### src/rtl/lockstep_comparator_if.sv
// ---------------------------------------------------------------------------
// lockstep_comparator_if
//
// Bundles the compare inputs and the fault/self-test status outputs of the
// lockstep comparator. Clock and reset are kept outside as plain ports.
//
// Signals (direction seen from the comparator, i.e. the slave modport):
//   en                in   compare enable for functional comparisons
//   lead_bus          in   leading-core channels, ch i = [i*W +: W]
//   trail_bus         in   trailing-core channels, same packing
//   clr_req           in   clear sticky fault record and error counter
//   selftest_req      in   start comparator self-test (taken in IDLE only)
//   mismatch_now      out  a counted mismatch was sampled at the last edge
//   mismatch_latched  out  sticky OR of mismatch_now since reset/clear
//   mismatch_mask     out  sticky per-channel fault flags
//   first_ch          out  lowest failing channel of the first mismatch
//   err_count         out  saturating count of mismatch cycles
//   selftest_busy     out  self-test FSM not IDLE
//   selftest_done     out  one-cycle pulse at self-test end
//   selftest_pass     out  result of the last self-test
// ---------------------------------------------------------------------------
interface lockstep_comparator_if #(
  parameter int NCH   = 3,
  parameter int W     = 32,
  parameter int CNT_W = 8
);
  localparam int FCW = (NCH > 1) ? $clog2(NCH) : 1;

  logic                 en;
  logic [NCH*W-1:0]     lead_bus;
  logic [NCH*W-1:0]     trail_bus;
  logic                 clr_req;
  logic                 selftest_req;
  logic                 mismatch_now;
  logic                 mismatch_latched;
  logic [NCH-1:0]       mismatch_mask;
  logic [FCW-1:0]       first_ch;
  logic [CNT_W-1:0]     err_count;
  logic                 selftest_busy;
  logic                 selftest_done;
  logic                 selftest_pass;

  modport master (
    output en, lead_bus, trail_bus, clr_req, selftest_req,
    input  mismatch_now, mismatch_latched, mismatch_mask, first_ch,
           err_count, selftest_busy, selftest_done, selftest_pass
  );

  modport slave (
    input  en, lead_bus, trail_bus, clr_req, selftest_req,
    output mismatch_now, mismatch_latched, mismatch_mask, first_ch,
           err_count, selftest_busy, selftest_done, selftest_pass
  );
endinterface

### src/rtl/lockstep_comparator.sv
// ---------------------------------------------------------------------------
// lockstep_comparator
//
// Dual-core lockstep checker. NCH channels of W bits from a leading and a
// trailing core are compared after the leading bus has been delayed by DELAY
// cycles to line up with the trailing core. Keeps a sticky per-channel fault
// mask, a sticky summary flag, the first failing channel and a saturating
// error counter, and runs an on-demand self-test that flips bit 0 of every
// aligned leading channel for one cycle and checks that every channel
// comparator reports a difference.
//
// Ports:
//   clk   in   clock, all state on rising edge
//   rst   in   asynchronous, active-high; clears all state
//   bus   slave modport of lockstep_comparator_if (see that file)
//
// Parameters:
//   NCH    number of compared channels (1..16)
//   W      bits per channel
//   DELAY  trailing-core lag in cycles (0..7)
//   CNT_W  error counter width
// ---------------------------------------------------------------------------
module lockstep_comparator #(
  parameter int NCH   = 3,
  parameter int W     = 32,
  parameter int DELAY = 2,
  parameter int CNT_W = 8
) (
  input  logic                  clk,
  input  logic                  rst,
  lockstep_comparator_if.slave  bus
);

  localparam int              FCW     = (NCH > 1) ? $clog2(NCH) : 1;
  localparam logic [2:0]      DELAY_L = 3'(DELAY);
  localparam logic [CNT_W-1:0] CNT_MAX = {CNT_W{1'b1}};
  localparam logic [CNT_W-1:0] CNT_ONE = CNT_W'(1);

  typedef enum logic [1:0] {
    ST_IDLE = 2'd0,
    ST_INJ  = 2'd1,
    ST_DONE = 2'd2
  } state_t;

  // Lowest set bit of a channel vector; returns 0 for an empty vector.
  function automatic logic [FCW-1:0] lowest_set(input logic [NCH-1:0] v);
    logic [FCW-1:0] idx;
    idx = '0;
    for (int i = NCH - 1; i >= 0; i--) begin
      if (v[i]) begin
        idx = FCW'(i);
      end else begin
        idx = idx;
      end
    end
    return idx;
  endfunction

  // -------------------------------------------------------------------------
  // Declarations
  // -------------------------------------------------------------------------
  logic [NCH*W-1:0] aligned_s;
  logic [NCH*W-1:0] inj_s;
  logic [NCH-1:0]   raw_s;
  logic [NCH-1:0]   fm_s;
  logic             any_s;
  logic             filled_s;
  logic             cmp_gate_s;

  logic [2:0]       fill_r;
  state_t           state_r;
  state_t           state_nxt_s;

  logic [NCH-1:0]   base_mask_s;
  logic             base_lat_s;
  logic [FCW-1:0]   base_first_s;
  logic [CNT_W-1:0] base_cnt_s;
  logic [NCH-1:0]   mask_nxt_s;
  logic             lat_nxt_s;
  logic [FCW-1:0]   first_nxt_s;
  logic [CNT_W-1:0] cnt_nxt_s;

  logic             now_r;
  logic             lat_r;
  logic [NCH-1:0]   mask_r;
  logic [FCW-1:0]   first_r;
  logic [CNT_W-1:0] cnt_r;
  logic             busy_r;
  logic             done_r;
  logic             pass_r;

  // -------------------------------------------------------------------------
  // Leading-bus delay line: the aligned value is the oldest stage, or the
  // live bus when the cores run without lag.
  // -------------------------------------------------------------------------
  generate
    if (DELAY == 0) begin : g_no_delay
      assign aligned_s = bus.lead_bus;
    end else begin : g_delay
      logic [NCH*W-1:0] lead_q_r [DELAY];

      // Shift the leading bus through DELAY register stages.
      always_ff @(posedge clk or posedge rst) begin
        if (rst) begin
          for (int i = 0; i < DELAY; i++) begin
            lead_q_r[i] <= '0;
          end
        end else begin
          lead_q_r[0] <= bus.lead_bus;
          for (int i = 1; i < DELAY; i++) begin
            lead_q_r[i] <= lead_q_r[i-1];
          end
        end
      end

      assign aligned_s = lead_q_r[DELAY-1];
    end
  endgenerate

  // Fill counter: the delay line holds reset zeros until DELAY edges have
  // passed, so functional compares stay off until it saturates.
  always_ff @(posedge clk or posedge rst) begin
    if (rst) begin
      fill_r <= 3'd0;
    end else if (fill_r != DELAY_L) begin
      fill_r <= fill_r + 3'd1;
    end else begin
      fill_r <= fill_r;
    end
  end

  assign filled_s = (fill_r == DELAY_L);

  // -------------------------------------------------------------------------
  // Self-test FSM
  // -------------------------------------------------------------------------

  // State register.
  always_ff @(posedge clk or posedge rst) begin
    if (rst) begin
      state_r <= ST_IDLE;
    end else begin
      state_r <= state_nxt_s;
    end
  end

  // Next-state logic; a request is only taken while idle.
  always_comb begin
    state_nxt_s = state_r;
    case (state_r)
      ST_IDLE: begin
        if (bus.selftest_req) begin
          state_nxt_s = ST_INJ;
        end else begin
          state_nxt_s = ST_IDLE;
        end
      end
      ST_INJ:  state_nxt_s = ST_DONE;
      ST_DONE: state_nxt_s = ST_IDLE;
      default: state_nxt_s = ST_IDLE;
    endcase
  end

  // -------------------------------------------------------------------------
  // Comparison
  // -------------------------------------------------------------------------

  // Injection pattern: bit 0 of every channel while in INJ, so a healthy
  // comparator must see every channel differ.
  always_comb begin
    inj_s = '0;
    for (int i = 0; i < NCH; i++) begin
      inj_s[i*W] = (state_r == ST_INJ);
    end
  end

  // Per-channel raw comparator outputs.
  always_comb begin
    raw_s = '0;
    for (int i = 0; i < NCH; i++) begin
      raw_s[i] = ((aligned_s[i*W +: W] ^ inj_s[i*W +: W]) != bus.trail_bus[i*W +: W]);
    end
  end

  // The INJ cycle is never recorded as a functional fault.
  assign cmp_gate_s = bus.en & filled_s & (state_r != ST_INJ);
  assign fm_s       = raw_s & {NCH{cmp_gate_s}};
  assign any_s      = |fm_s;

  // Fault-record next state. Clear is applied first so that a mismatch on
  // the same edge survives the clear and re-captures first_ch.
  always_comb begin
    if (bus.clr_req) begin
      base_mask_s  = '0;
      base_lat_s   = 1'b0;
      base_first_s = '0;
      base_cnt_s   = '0;
    end else begin
      base_mask_s  = mask_r;
      base_lat_s   = lat_r;
      base_first_s = first_r;
      base_cnt_s   = cnt_r;
    end

    mask_nxt_s = base_mask_s | fm_s;
    lat_nxt_s  = base_lat_s | any_s;

    if (any_s && (base_cnt_s != CNT_MAX)) begin
      cnt_nxt_s = base_cnt_s + CNT_ONE;
    end else begin
      cnt_nxt_s = base_cnt_s;
    end

    if (!base_lat_s && any_s) begin
      first_nxt_s = lowest_set(fm_s);
    end else begin
      first_nxt_s = base_first_s;
    end
  end

  // Fault record and mismatch flag registers.
  always_ff @(posedge clk or posedge rst) begin
    if (rst) begin
      now_r   <= 1'b0;
      lat_r   <= 1'b0;
      mask_r  <= '0;
      first_r <= '0;
      cnt_r   <= '0;
    end else begin
      now_r   <= any_s;
      lat_r   <= lat_nxt_s;
      mask_r  <= mask_nxt_s;
      first_r <= first_nxt_s;
      cnt_r   <= cnt_nxt_s;
    end
  end

  // Self-test status registers; busy/done are registered copies of the
  // next state so they line up with the state register. Pass is captured
  // from the INJ cycle regardless of enable or fill.
  always_ff @(posedge clk or posedge rst) begin
    if (rst) begin
      busy_r <= 1'b0;
      done_r <= 1'b0;
      pass_r <= 1'b0;
    end else begin
      busy_r <= (state_nxt_s != ST_IDLE);
      done_r <= (state_nxt_s == ST_DONE);
      if (state_r == ST_INJ) begin
        pass_r <= &raw_s;
      end else begin
        pass_r <= pass_r;
      end
    end
  end

  assign bus.mismatch_now     = now_r;
  assign bus.mismatch_latched = lat_r;
  assign bus.mismatch_mask    = mask_r;
  assign bus.first_ch         = first_r;
  assign bus.err_count        = cnt_r;
  assign bus.selftest_busy    = busy_r;
  assign bus.selftest_done    = done_r;
  assign bus.selftest_pass    = pass_r;

endmodule

### src/flat_wrapper.sv
// flat-port wrapper written by rule: the top's interface ports become plain ports
module lockstep_comparator_flat 
#(
  parameter int NCH   = 3,
  parameter int W     = 32,
  parameter int DELAY = 2,
  parameter int CNT_W = 8
)
  (clk, rst, bus_en, bus_lead_bus, bus_trail_bus, bus_clr_req, bus_selftest_req, bus_mismatch_now, bus_mismatch_latched, bus_mismatch_mask, bus_first_ch, bus_err_count, bus_selftest_busy, bus_selftest_done, bus_selftest_pass);
  lockstep_comparator_if #(.NCH(NCH), .W(W), .CNT_W(CNT_W)) bus_i ();
  input  logic clk;
  input  logic rst;
  input wire logic [$bits(bus_i.en)-1:0] bus_en;
  input wire logic [$bits(bus_i.lead_bus)-1:0] bus_lead_bus;
  input wire logic [$bits(bus_i.trail_bus)-1:0] bus_trail_bus;
  input wire logic [$bits(bus_i.clr_req)-1:0] bus_clr_req;
  input wire logic [$bits(bus_i.selftest_req)-1:0] bus_selftest_req;
  output wire logic [$bits(bus_i.mismatch_now)-1:0] bus_mismatch_now;
  output wire logic [$bits(bus_i.mismatch_latched)-1:0] bus_mismatch_latched;
  output wire logic [$bits(bus_i.mismatch_mask)-1:0] bus_mismatch_mask;
  output wire logic [$bits(bus_i.first_ch)-1:0] bus_first_ch;
  output wire logic [$bits(bus_i.err_count)-1:0] bus_err_count;
  output wire logic [$bits(bus_i.selftest_busy)-1:0] bus_selftest_busy;
  output wire logic [$bits(bus_i.selftest_done)-1:0] bus_selftest_done;
  output wire logic [$bits(bus_i.selftest_pass)-1:0] bus_selftest_pass;
  assign bus_i.en = bus_en;
  assign bus_i.lead_bus = bus_lead_bus;
  assign bus_i.trail_bus = bus_trail_bus;
  assign bus_i.clr_req = bus_clr_req;
  assign bus_i.selftest_req = bus_selftest_req;
  assign bus_mismatch_now = bus_i.mismatch_now;
  assign bus_mismatch_latched = bus_i.mismatch_latched;
  assign bus_mismatch_mask = bus_i.mismatch_mask;
  assign bus_first_ch = bus_i.first_ch;
  assign bus_err_count = bus_i.err_count;
  assign bus_selftest_busy = bus_i.selftest_busy;
  assign bus_selftest_done = bus_i.selftest_done;
  assign bus_selftest_pass = bus_i.selftest_pass;
  lockstep_comparator #(.NCH(NCH), .W(W), .DELAY(DELAY), .CNT_W(CNT_W)) u_core (.clk(clk), .rst(rst), .bus(bus_i));
endmodule
### config.mk
export PLATFORM = sky130hd
export DESIGN_NAME = lockstep_comparator_flat
export DESIGN_NICKNAME = d
export VERILOG_FILES = /design/src/rtl/lockstep_comparator_if.sv /design/src/rtl/lockstep_comparator.sv /design/src/flat_wrapper.sv
export SDC_FILE = /design/constraint.sdc
export NUM_CORES = 1
export LEC_CHECK = 0
export CAP_MARGIN = 20
export CELL_PAD_IN_SITES_DETAIL_PLACEMENT = 1
export CELL_PAD_IN_SITES_GLOBAL_PLACEMENT = 1
export CORE_AREA = 3 3 170 131
export DETAILED_ROUTE_END_ITERATION = 16
export DIE_AREA = 0 0 173 134
export HOLD_SLACK_MARGIN = 0.1
export PLACE_DENSITY = 0.84
export SLEW_MARGIN = 15
export SYNTH_ARGS = -nofsm -noshare
export SYNTH_HDL_FRONTEND = slang
export SYNTH_SLANG_ARGS = --single-unit
### constraint.sdc
create_clock -name clk -period 5.95 [get_ports clk]
set_input_delay 0.595 -clock clk [delete_from_list [all_inputs] [get_ports clk]]
set_output_delay 0.595 -clock clk [all_outputs]
set_load 0.005 [all_outputs]
-- Yosys cells after proc, flatten, opt, wreduce, memory -nomap -nowiden
Cells that the tools add are included.
- reductions and logical operators: 8
- bitwise operators: 8
- eq/ne operators: 9
- add/subtract/negate cells: 2
- multiplexer cells: 11
- operators with widths (kind ; count):
    != test 32 bit ; 3
    XOR 32 x 1 -> 32 bit ; 3
    two-way mux 8 bit ; 2
    two-way mux 2 bit ; 5
    adder 8 x 1 -> 8 bit (second input constant) ; 1
    != test 8 bit (second input constant) ; 1
    case mux 2 bit (2 select lines) ; 1
    nonzero test 2 bit ; 2
    adder 3 x 1 -> 3 bit (second input constant) ; 1
    AND 3 bit ; 1
    == test 3 x 2 -> 1 bit (second input constant) ; 1
    two-way mux 3 bit ; 1
    != test 3 x 2 -> 1 bit (second input constant) ; 1
    OR 3 bit ; 1
    AND reduction 3 bit ; 1
    OR reduction 3 bit ; 1
    AND 1 bit ; 2
    == test 2 x 1 -> 1 bit (second input constant) ; 1
    == test 2 bit (second input constant) ; 1
    logical AND 1 bit ; 2
    logical NOT 2 bit ; 1
    two-way mux 1 bit ; 2
    != test 2 x 1 -> 1 bit (second input constant) ; 1
    logical NOT 1 bit ; 1
    OR 1 bit ; 1
- word-level logic and storage cells: 50
- bits of input ports: 197
- output and inout port bits: 18
- register bits after elaboration: 215

-- Depth between registers and ports, before layout
- depth after elaboration: 8
- depth in mapped cells: 9
- mapped depth without buffers: 8

-- Worst setup path before layout
Ideal clock, no wire load.
- path kind: in2reg
- start point: in bus_trail_bus[46]
- end point: reg u_core.cnt_r[1], in the netlist u_core.bus.err_count[1]
- cell stages on the path: 8
- path slack: 3.731 ns
- data required time: 5.825 ns
- setup time: 0.125 ns
- data arrival time: 2.093 ns
- buffers on the path: 1
- cell sequence: xnor2_1 -> nand4_1 -> nor4_2 -> a31oi_2 -> nor3_4 -> buf_6 -> nor2_2 -> mux2_4
- longest elaborated chain between the ends: 5
- RTL lines (item ; RTL line ; text):
    from (decl) ; flat_wrapper.sv:15 ; input wire logic [$bits(bus_i.trail_bus)-1:0] bus_trail_bus;
    != test 32 bit ; lockstep_comparator.sv:181 ; raw_s[i] = ((aligned_s[i*W +: W] ^ inj_s[i*W +: W]) != bus.trail_bus[i*W +: W]);
    AND 3 bit ; lockstep_comparator.sv:187 ; assign fm_s = raw_s & {NCH{cmp_gate_s}};
    OR reduction 3 bit ; lockstep_comparator.sv:188 ; assign any_s = |fm_s;
    logical AND 1 bit ; lockstep_comparator.sv:208 ; if (any_s && (base_cnt_s != CNT_MAX)) begin
    two-way mux 8 bit ; lockstep_comparator.sv:208 ;
    via u_core.cnt_nxt_s[1] ; lockstep_comparator.sv:81 ; logic [CNT_W-1:0] cnt_nxt_s;
    to (signal assigned) ; lockstep_comparator.sv:234 ; cnt_r <= cnt_nxt_s;
    to (decl) ; lockstep_comparator.sv:87 ; logic [CNT_W-1:0] cnt_r;
The timed path passes the listed nets, and every way through them passes these cells.
A chain may end at the register's enable or synchronous reset.

-- Final worst setup path
- start point: in bus_trail_bus[47]
- end point: reg u_core.cnt_r[1], in the netlist u_core.bus.err_count[1]
The elaborated chain is that of the path after synthesis.

==> impl_results.md <==
* Unrepaired setup endpoints after global routing: false
* Post-Syn Instances at 423
* Post-Synth Simple-Gate Area at under 10%
* Slew margin rel. at 45.4%
* Final HPWL from detailed placement at 12,900 um
* GP Congestion at around 0.84
* Clock latency on the worst-skew pair at around 0.52 ns
* Number of fill cells at between 2,000 and 2,500
* Core area at 20,800 um2
* CTS clk-pin slew, worst paths at 0.06 ns
* Yosys top cell by area: dfrtp_1
* Final Cycle Share at between 40% and 50%
* Die area at roughly 23,000 um2
* CTS tree: yes
* Max clock buf depth at 3
* DR WL/cell at between 15 and 20 um
* H-tree Lvls at 1
* Via density per instance at approximately 4.3
* Pre-CTS setup slack at 2.57 ns
* Final Skew at about 0.018 ns
* Max Cap Viol at 0
* TNS Setup at 0 ns
* Mux cell area share after synthesis at 0.520%
* Avg Synthesized Cell Area at around 16 um2
* Drt first pass iters at 4
* Switching pwr at 742 uW
* Clk root buf: clkbuf_16
* Via count at between 4,000 and 5,000
* Main combinational cell family by area after synthesis: XOR/XNOR gates
* Internal power at approximately 2600 uW
* First-pass GRT wire length at ~28,000 um
* Grt ovf at 0
* Clock share of power at about 43%
* WS Path Type: primary input to register
* Area fraction in compound gates after synthesis at about 2%
* Post-CTS Repair Setup Buffers at 0
* I/O pin count at between 200 and 250
* Hold Vio Cnt, Final at 0
* Status: completed
* Synth Area in Adders at less than 1%
* Pwr dens at around 330 nW/um2
* WP data arrival at between 3 and 4 ns
* Post-CTS sizing at 0
* Routed WL at about 17,000 um
* Gate power share at roughly a tenth
* Port Buffers at between 200 and 250
* Seq/Total Area, Yosys at roughly 77%
* Core Rows at 46
* Multi-input gate area at ~1600 um2
* DR iter-0 viols at between 150 and 200
* Worst Path Max Fanout at 14
* Seq. cell area at around 5400 um2
* Pleak at 0.00418 uW
* Area of the mapped netlist at ~7000 um2
* Die height at between 100 and 150 um
* Distinct cells, synth at about 40
* Synth top area cells: dfrtp_1 77%, xnor2_1 12%, nand4_1 1.9%
* DRC viols at 0
* Gr usage total at between 10% and 20%
* Number of nets with antenna violations after routing at 0
* Yosys reg bits at around 210
* Max IR drop VDD at approximately 0.17 mV
* Largest net degree at the start of global routing at around 120
* Setup WS post-layout at approximately 3.1 ns
* Sw Share at 22.2%
* Die Wd at between 150 and 200 um
* CP required at ~6.3 ns
* Initial Utilization at around a third
* Slew Limit Fails at 0
* CTS buffer count at 23
* Vias in the first global route at between 5,000 and 6,000
* Diodes inserted at 0
* HP Class: register to register
* Critical path endpoint category: register
* Share of layout cells above drive strength 1 at 8.70%
* Min Tclk post-route at about 2.8 ns
* Initial antenna violation count at 0
* Total Nets Final at 861
* Area fraction of the dominant cell type after synthesis at 76.7%
* CTS Sinks at 214
* Flop pwr share at a little under half
* Synthesized Nets at 623
* Syn-to-layout area delta at 47.3%
* Worst Max-Slew Pin Slew at ~0.8 ns
* Xor/xnor cell area share of the yosys netlist at about an eighth
* Startpoint Class: primary input
* Final Setup Violations at 0
* Max frequency at approximately 360 MHz
* Synth Warn # at 0
* Hold buffers post-CTS at 0
-- per-stage QoR --
| step | instance area (um2) | total power [uW] | cells | hold WS [ns] | utilization, % |
|---|---|---|---|---|---|
| 2_1_floorplan | 6980 | 1720 | 423 | 0.331 | - |
| 5_1_grt | 10300 | 3500 | 966 | 0.353 | 49.3 |
| 3_3_place_gp | 9490 | 1910 | 924 | 0.331 | 45.5 |
| 3_5_place_dp | 9490 | 1930 | 924 | 0.336 | 45.5 |
| 4_1_cts | 10300 | 3410 | 966 | 0.350 | 49.3 |
| 6_report | 10300 | 3350 | 966 | 0.348 | 49.3 |
-- synth_stat cells (all sizes together) --
cell      n
a21o      3
a21oi     3
a31oi     4
a32o      2
and2      1
and3      2
and4      1
buf       3
dfrtp   214
ha        3
inv       5
mux2      2
mux2i     1
nand2     9
nand2b    1
nand3    10
nand4    21
nor2      9
nor2b     4
nor3      6
nor3b     2
nor4      3
o211ai    1
o21ai     3
o31ai     2
or2       1
or3       2
or4       3
xnor2    98
xor2      4
-- kinds of logic (layout without fill, tap and decap cells) --
family	Yosys count	in the layout
adders and majority gates	3	3
DFF	214	214
muxes	3	3
xor gates and xnor gates	102	102
AOI/OAI and AO/OA	18	18
and+or+nand+nor	75	75
buffers and inverters	8	263
-- sequential cells by signal, summed over array words and instances, names as in the netlist, 2 cells and up --
signal	count
u_core.aligned_s	96
u_core.g_delay.lead_q_r	96
u_core.bus.err_count	8
u_core.bus.mismatch_mask	3
u_core.fill_r	3
u_core.bus.first_ch	2
-- power groups by stage --
stage          Combinational [uW]  Clock, uW  Sequential (uW)
2_1_floorplan                 126          0             1590
3_3_place_gp                  311          0             1600
3_5_place_dp                  325          0             1610
4_1_cts                       328       1500             1580
6_report                      321       1450             1580
5_1_grt                       350       1560             1590
-- final cells by class --
class,instances,share of cell area (%)
Clock buffer,33,6.74
Tap cell,288,3.51
Multi-Input combinational cell,201,15.3
Sequential cell,214,52.1
Timing Repair Buffer,216,21.1
Clock inverter,9,0.986
Inverter,5,0.219
-- layout by cell type (no fill, tap or decap), types with 2 or more instances in the layout --
master,n
clkdlybuf4s50_1,214
dfrtp_1,214
xnor2_1,96
clkbuf_16,23
nand4_1,21
nand3_1,10
nand2_1,9
nor2_1,8
clkbuf_8,8
nor2b_1,4
a31oi_2,3
a21o_1,3
xor2_1,3
nor3_1,3
or4_1,3
a21oi_1,3
ha_1,3
clkinv_2,3
inv_1,2
inv_2,2
xnor2_2,2
nor3_2,2
nor4_2,2
and3_1,2
o31ai_1,2
o21ai_1,2
nor3b_1,2
or3_1,2
clkinvlp_4,2
a32o_1,2
clkinv_4,2
clkbuf_1,2
-- path summary, 6_finish.rpt --
| check | end | cells past startpoint | startpoint | slack, ns |
|---|---|---|---|---|
| max in group asynchronous | u_core.aligned_s[1]$_DFF_PP0_ | 3 | rst | 4.16 |
| setup reg to reg | u_core.bus.err_count[1]$_DFF_PP0_ | 7 | u_core.aligned_s[47]$_DFF_PP0_ | 3.28 |
| hold reg to reg | u_core.aligned_s[44]$_DFF_PP0_ | 0 | u_core.g_delay.lead_q_r[140]$_DFF_PP0_ | 0.35 |
| min in group asynchronous | u_core.g_delay.lead_q_r[142]$_DFF_PP0_ | 2 | rst | 0.53 |
| hold / removal | u_core.aligned_s[44]$_DFF_PP0_ | 0 | u_core.g_delay.lead_q_r[140]$_DFF_PP0_ | 0.35 |
| setup / recovery | u_core.bus.err_count[1]$_DFF_PP0_ | 8 | bus_trail_bus[47] | 3.15 |
-- critical path, stage by stage --
cell             delay (ns)
clkdlybuf4s50_1        0.41
xnor2_1                0.21
nand4_1                0.14
nor4_2                 0.58
a31oi_2                0.25
nor3_4                 0.55
nor2_2                 0.13
mux2_4                 0.32
-- metal layers --
| layer | track usage [%] | wire length [um] |
|---|---|---|
| met3 | 4.95 | 1240 |
| met2 | 27.7 | 9100 |
| met4 | 3.92 | 401 |
| met5 | 0 | 0 |
| met1 | 17.4 | 6560 |
No activity file was read; power rests on OpenSTA's default activity.
